[src/rtl/aes_round_key_sequencer.sv]
// Round-key sequencer: latches the full AES-128 key schedule and hands out
// one 128-bit round key per valid/ready transfer, forward for encrypt and
// backward for decrypt.
module aes_round_key_sequencer #(
  parameter int unsigned BLOCK_W    = 128,
  parameter int unsigned NUM_ROUNDS = 10
) (
  input  logic                                clk,
  input  logic                                n_rst,
  input  logic [BLOCK_W*(NUM_ROUNDS+1)-1:0]   expanded_key,
  input  logic                                key_load,
  input  logic                                start,
  input  logic                                decrypt,
  input  logic                                abort,
  input  logic                                rk_ready,
  output logic                                rk_valid,
  output logic [BLOCK_W-1:0]                  round_key,
  output logic [3:0]                          round_num,
  output logic                                last_round,
  output logic                                busy,
  output logic                                done,
  output logic                                key_loaded
);

  localparam int unsigned EXP_W = BLOCK_W * (NUM_ROUNDS + 1);
  localparam logic [3:0] LastIdx = 4'(NUM_ROUNDS);

  typedef enum logic [1:0] {StIdle, StIssue, StDone} state_e;

  state_e             state_q, state_d;
  logic [EXP_W-1:0]   key_q, key_d;
  logic [3:0]         cnt_q, cnt_d;
  logic               dir_q, dir_d;
  logic               key_loaded_q, key_loaded_d;

  logic [BLOCK_W-1:0] rk_sel;
  logic               is_last;

  // Round r lives at the r-th BLOCK_W slice counted down from the MSB end.
  always_comb begin
    rk_sel = '0;
    for (int r = 0; r <= int'(NUM_ROUNDS); r++) begin
      if (cnt_q == 4'(r)) begin
        rk_sel = key_q[EXP_W-1-BLOCK_W*r -: BLOCK_W];
      end
    end
  end

  // Final key of the sequence depends on the direction latched at start.
  always_comb begin
    is_last = dir_q ? (cnt_q == 4'd0) : (cnt_q == LastIdx);
  end

  // Next-state and output decode.
  always_comb begin
    state_d      = state_q;
    key_d        = key_q;
    cnt_d        = cnt_q;
    dir_d        = dir_q;
    key_loaded_d = key_loaded_q;
    rk_valid     = 1'b0;
    round_key    = '0;
    round_num    = 4'd0;
    last_round   = 1'b0;
    busy         = 1'b0;
    done         = 1'b0;

    unique case (state_q)
      StIdle: begin
        // A load in the same cycle wins over start, so a sequence never
        // launches on a half-updated key register.
        if (key_load) begin
          key_d        = expanded_key;
          key_loaded_d = 1'b1;
        end else if (start && key_loaded_q) begin
          dir_d   = decrypt;
          cnt_d   = decrypt ? LastIdx : 4'd0;
          state_d = StIssue;
        end
      end
      StIssue: begin
        rk_valid   = 1'b1;
        busy       = 1'b1;
        round_key  = rk_sel;
        round_num  = cnt_q;
        last_round = is_last;
        if (abort) begin
          state_d = StIdle;
        end else if (rk_ready) begin
          if (is_last) begin
            state_d = StDone;
          end else begin
            cnt_d = dir_q ? (cnt_q - 4'd1) : (cnt_q + 4'd1);
          end
        end
      end
      StDone: begin
        done    = 1'b1;
        state_d = StIdle;
      end
      default: begin
        state_d = StIdle;
      end
    endcase
  end

  // State and key storage.
  always_ff @(posedge clk or negedge n_rst) begin
    if (!n_rst) begin
      state_q      <= StIdle;
      key_q        <= '0;
      cnt_q        <= 4'd0;
      dir_q        <= 1'b0;
      key_loaded_q <= 1'b0;
    end else begin
      state_q      <= state_d;
      key_q        <= key_d;
      cnt_q        <= cnt_d;
      dir_q        <= dir_d;
      key_loaded_q <= key_loaded_d;
    end
  end

  assign key_loaded = key_loaded_q;

endmodule
[config.mk]
export PLATFORM = sky130hd
export DESIGN_NAME = aes_round_key_sequencer
export DESIGN_NICKNAME = d
export VERILOG_FILES = /design/src/rtl/aes_round_key_sequencer.sv
export SDC_FILE = /design/constraint.sdc
export NUM_CORES = 2
export LEC_CHECK = 0
export ABC_AREA = 1
export CORE_AREA = 2 2 596 598
export CTS_BUF_LIST = sky130_fd_sc_hd__clkbuf_8
export DETAILED_ROUTE_END_ITERATION = 16
export DIE_AREA = 0 0 598 600
export GPL_TIMING_DRIVEN = 0
export SLEW_MARGIN = 20
export SYNTH_ARGS = -nofsm -noshare
export SYNTH_HDL_FRONTEND = slang
export SYNTH_SLANG_ARGS = --single-unit
[constraint.sdc]
create_clock -name clk -period 3.7 [get_ports clk]
set_input_delay 0.37 -clock clk [delete_from_list [all_inputs] [get_ports clk]]
set_output_delay 0.37 -clock clk [all_outputs]
set_load 0.05 [all_outputs]
# Yosys cells after proc, flatten, opt, wreduce, memory -nomap -nowiden
# Cells that the tools add are included.
# Widths: inputs -> output; s select.
[totals]
word_cells = 66
reg_bits = 1416
output_inout_bits = 137
input_bits = 1415
[op_classes]
reduce_logical = 8
muxes = 31
add_sub_neg = 2
n_eq_ne = 19
bitwise = 1
[op_table]
columns = ["op", "count"]
rows = [
  ["$mux 128", 12],
  ["$mux 4", 8],
  ["$eq 4x3->1 const B", 4],
  ["$eq 4x4->1 const B", 3],
  ["$mux 2", 5],
  ["$ne 2x2->1 const B", 5],
  ["$eq 4x2->1 const B", 2],
  ["$pmux 4 s2", 1],
  ["$ne 3x3->1 const B", 2],
  ["$reduce_and 6->1", 1],
  ["$add 4x1->4 const B", 1],
  ["$eq 4x1->1 const B", 1],
  ["$logic_not 4->1", 1],
  ["$mux 1", 4],
  ["$pmux 2 s2", 1],
  ["$reduce_and 4->1", 1],
  ["$sub 4x1->4 const B", 1],
  ["$reduce_and 3->1", 1],
  ["$eq 2x1->1 const B", 1],
  ["$eq 2x2->1 const B", 1],
  ["$logic_not 2->1", 1],
  ["$reduce_and 2->1", 1],
  ["$reduce_bool 2->1", 1],
  ["$logic_and 1x1->1", 1],
  ["$not 1->1", 1],
]

# Longest topological paths before layout
[logic_depth]
ltp_word = 13
depth_mapped = 17
depth_no_buf = 14

# Worst setup path after synthesis
# No wires, ideal clock.
[synth_path]
kind = "reg2out"
start = "reg cnt_q[1]"
end = "out round_key[100]"
stages_incl_launch_ff = 17
path_slack_ps = 796
arrival_ps = 2534
required_time_ps = 3330
path_cell_list = "dfrtp_1 inv_1 ha_1 buf_2 inv_2 buf_2 clkbuf_1 nand3_1 nand3_1 nand2_1 nand2_1 nand2_1 nand2_1 nand2_1 nand2_1 a21oi_1 nor2_1"
[synth_via]
elab_chain_cells = 13
[synth_rtl]
columns = ["element", "line_no", "text"]
rows = [
  ["start, declared", "32", "logic [3:0] cnt_q, cnt_d;"],
  ["start signal, assigned", "118", "cnt_q <= cnt_d;"],
  ["$logic_not 4->1", "43", "if (cnt_q == 4'(r)) begin"],
  ["$mux 128 (10 in a row)", "43", ""],
  ["$mux 128 (*)", "43", ""],
  ["$mux 128 (*)", "68", "unique case (state_q)"],
  ["end, declared", "17", "output logic [BLOCK_W-1:0] round_key,"],
]
# Every way passes the cells marked *; elsewhere a longest branch is shown, timed or not.

# Final worst setup path
[layout_path]
start = "reg cnt_q[1]"
end = "out round_key[104]"
# Same word-level chain as after synthesis.

==> flow_summary.json <==
{
  "worstSkewPairLatency_ns": 1.02,
  "drive_above_1_share": 0.278,
  "h-tree-depth": 5,
  "nFillCells": 35500,
  "min_period_ns": 4.20,
  "grt_antenna_before_repair": 120,
  "fmax_mhz": 238,
  "synth_seq_cells": 1416,
  "p_leak_nw": 51.2,
  "synth_area_leaders": "dfrtp_1 (51%), mux2_2 (23%), nand2_1 (10%)",
  "slew_violations": 0,
  "fin_crit_sh": 1.13,
  "nets": 12000,
  "worst_slack_ns": -0.497,
  "ir_drop_uv": 572,
  "die_h_um": 600,
  "cts_buffers": 283,
  "rsz0062_at_grt": "yes",
  "drc_errors": 0,
  "failed_checks": "setup timing",
  "drt_iter0_drc": 5128,
  "whs_ns": 0.0533,
  "cts_tree": "yes",
  "p_int_mw": 53.1,
  "cp-end-kind": "output pin",
  "reg2reg_slack_ns": 0.65,
  "clkPwrFrac": 0.169,
  "numPortBuffers": 1551,
  "cp.arrival_ns": 3.83,
  "clock-sinks": 1416,
  "cts_buffer_depth": 4,
  "synth_top_area_share": 0.509,
  "grt-ovfl-total": 0,
  "final_antenna_net_count": 0,
  "place.gp.congestion": 0.949,
  "clkSlewWorstSetupHoldPaths_ns": 0.05,
  "worstPathRequired_ns": 3.33,
  "drt-wirelength-per-cell_um": 26.6,
  "die_x_um": 598,
  "power_switching_share": 0.473,
  "syn_area_mm2": 0.0696,
  "rr_endpoint": "key_q[1298]",
  "via_per_inst": 4.29,
  "status": "complete, but fails checks",
  "hold_violations": 0,
  "reg2reg_from": "state_q[1]",
  "start_util": 0.198,
  "synth_warnings": 0,
  "hpwl_mm": 329,
  "setup_tns_ns": -49.12,
  "dr.pass1.iters": 6,
  "dieArea_mm2": 0.359,
  "finClkSkew_ns": 0.0547,
  "rows": 218,
  "syn_avg_cell_area_um2": 9.48,
  "pwr-share-comb": 0.553,
  "grt_usage": 0.222,
  "vias": 66600,
  "core_mm2": 0.352,
  "min_path_type": "in2async",
  "slew_headroom": 0.292,
  "cp-start-kind": "flip-flop",
  "ys_types": 28,
  "reg2regPathDepth": 6,
  "setup_viol_count_final": 131,
  "cts_root_buf": "clkbuf_8",
  "p_per_area_mw_per_mm2": 869,
  "maxCapViolCount": 0,
  "p_sw_mw": 47.8,
  "p_seq_frac": 0.278,
  "seq_area_frac_synth": 0.509,
  "grt_pass1_vias": 68600,
  "io_pins": 1552,
  "syn_nets": 8754,
  "wirelength_mm": 413,
  "critical_path_class": "reg2out",
  "cp_max_fo": 9,
  "grt_pass1_wl_mm": 550,
  "worst_pin_slew_ns": 1.06,
  "p_total_mw": 101,
  "areaGrowthSynthToFinish_pct": 66.9,
  "synth_top_area_cell": "dfrtp_1",
  "syn_inst": 7334,
  "grt_max_degree": 127
}
## critical path: stages (launching register included)
cell and delay, ns:
dfrtp_1 0.40, inv_2 0.14, ha_4 0.15, buf_8 0.14, inv_16 0.06, nor2_4 0.13, buf_12 0.20, clkbuf_16 0.21
buf_12 0.13, nand2_1 0.05, nand3_1 0.07, nand2_1 0.05, nand2_1 0.05, nand2_1 0.05, nand2_2 0.14, nand2_1 0.13
nand2_2 0.12, a21oi_1 0.09, nor2_2 0.29, buf_6 0.22
## cell families after synthesis
| kind of cell | Yosys count | synth area share |
|---|---|---|
| AO/OA/AOI/OAI | 397 | 0.0287 |
| XOR/XNOR | 2 | 0.000252 |
| adder cells (fa/ha/maj) | 5 | 0.000899 |
| buffers and inverters | 993 | 0.0594 |
| flip-flops | 1416 | 0.509 |
| multiplexers | 1404 | 0.227 |
| AND/OR/NAND/NOR | 3117 | 0.174 |
## flip-flops by register name, summed over array words and instances (netlist names)
name	cells
cnt_q	4
dir_q	1
key_loaded	1
key_q	1408
state_q	2
## power groups by stage
stage | registers (mW) | logic (mW) | clock network (mW)
global route | 28.8 | 58.9 | 18.0
CTS | 27.8 | 55.1 | 17.4
global placement | 28.3 | 48.1 | 0
finish | 28.0 | 55.8 | 17.1
detailed placement | 28.0 | 49.0 | 0
floorplan | 26.3 | 25.3 | 0
## synth_stat cells
cell type and instances:
clkbuf_1 141, nor2_1 901, a21oi_1 133, xor2_1 1, nand2_1 1928, nor2_2 2, inv_2 9, o21ai_0 151
o22ai_1 4, nor2_4 4, clkbuf_2 10, buf_1 14, and2_1 1, nand3_2 1, ha_1 5, nand3_1 269
xnor2_1 1, o21ai_1 108, or2_2 5, nand3b_1 1, mux2_2 1404, inv_1 525, buf_2 285, buf_4 9
nand4_1 2, o21ai_2 1, dfrtp_1 1416, nand2_2 3
## final cells by class
type | instances | area, um2 | share of cell area
repair buffers | 3007 | 30900 | 0.266
flip-flops and latches | 1416 | 35400 | 0.305
inverters | 534 | 2060 | 0.0177
multi-input cells | 4925 | 32900 | 0.284
diodes | 78 | 195 | 0.00168
plain buffers | 458 | 3060 | 0.0263
clock inverters | 135 | 1010 | 0.00871
clock buffers | 344 | 4730 | 0.0408
well taps | 4620 | 5780 | 0.0498
## per-layer routing
layer,vias up,track usage,part of all wire
met5,-,0,0.00043
li1,30200,-,-
met3,844,0.0367,0.056
met4,26,0.130,0.067
met1,32600,0.242,0.37
met2,2887,0.404,0.51
## worst max path at each step
| stage | depth (start not counted) | from | slack (ns) | end |
|---|---|---|---|---|
| 6_report | 19 | cnt_q[1] | -0.50 | round_key[104] |
| 5_1_grt | 20 | cnt_q[1] | -0.64 | round_key[91] |
| 4_1_cts | 16 | cnt_q[0] | -0.67 | round_key[51] |
| 3_5_place_dp | 16 | cnt_q[1] | -2.38 | round_key[55] |
| 3_3_place_gp | 1 | n_rst | -68.32 | key_q[11] |
| 2_1_floorplan | 16 | cnt_q[1] | 0.80 | round_key[100] |
## layout by cell type (no fill, tap or decap), types with 188 or more instances in the layout
master	n
buf_2	216
clkbuf_8	349
clkdlybuf4s50_1	1421
dfrtp_1	1414
dlygate4sd3_1	1379
inv_1	602
mux2_2	1404
nand2_1	1574
nand2_2	188
nand3_1	247
nor2_1	791
## stage by stage
stage               cell area (um2)  instances  utilization  setup WS, ns
floorplan                     69600       7334            -         0.796
global placement              90900      13500        0.258        -68.32
detailed placement            91600      13500        0.260         -2.38
CTS                          115000      15400        0.325        -0.665
global route                 116000      15500        0.330        -0.641
finish                       116000      15500        0.330        -0.497
## timing repair
item | 4_1_cts | 5_1_grt
endpoints found under the setup margin | 131 | 253
buffers inserted | 30 | 12
resized for setup | 1710 | 356
hold endpoints to repair | 1725 | 0
pin swaps | 96 | 91
gates cloned | 2 | 5
hold buffers | 1379 | 0
No activity file was read; power rests on OpenSTA's default activity.
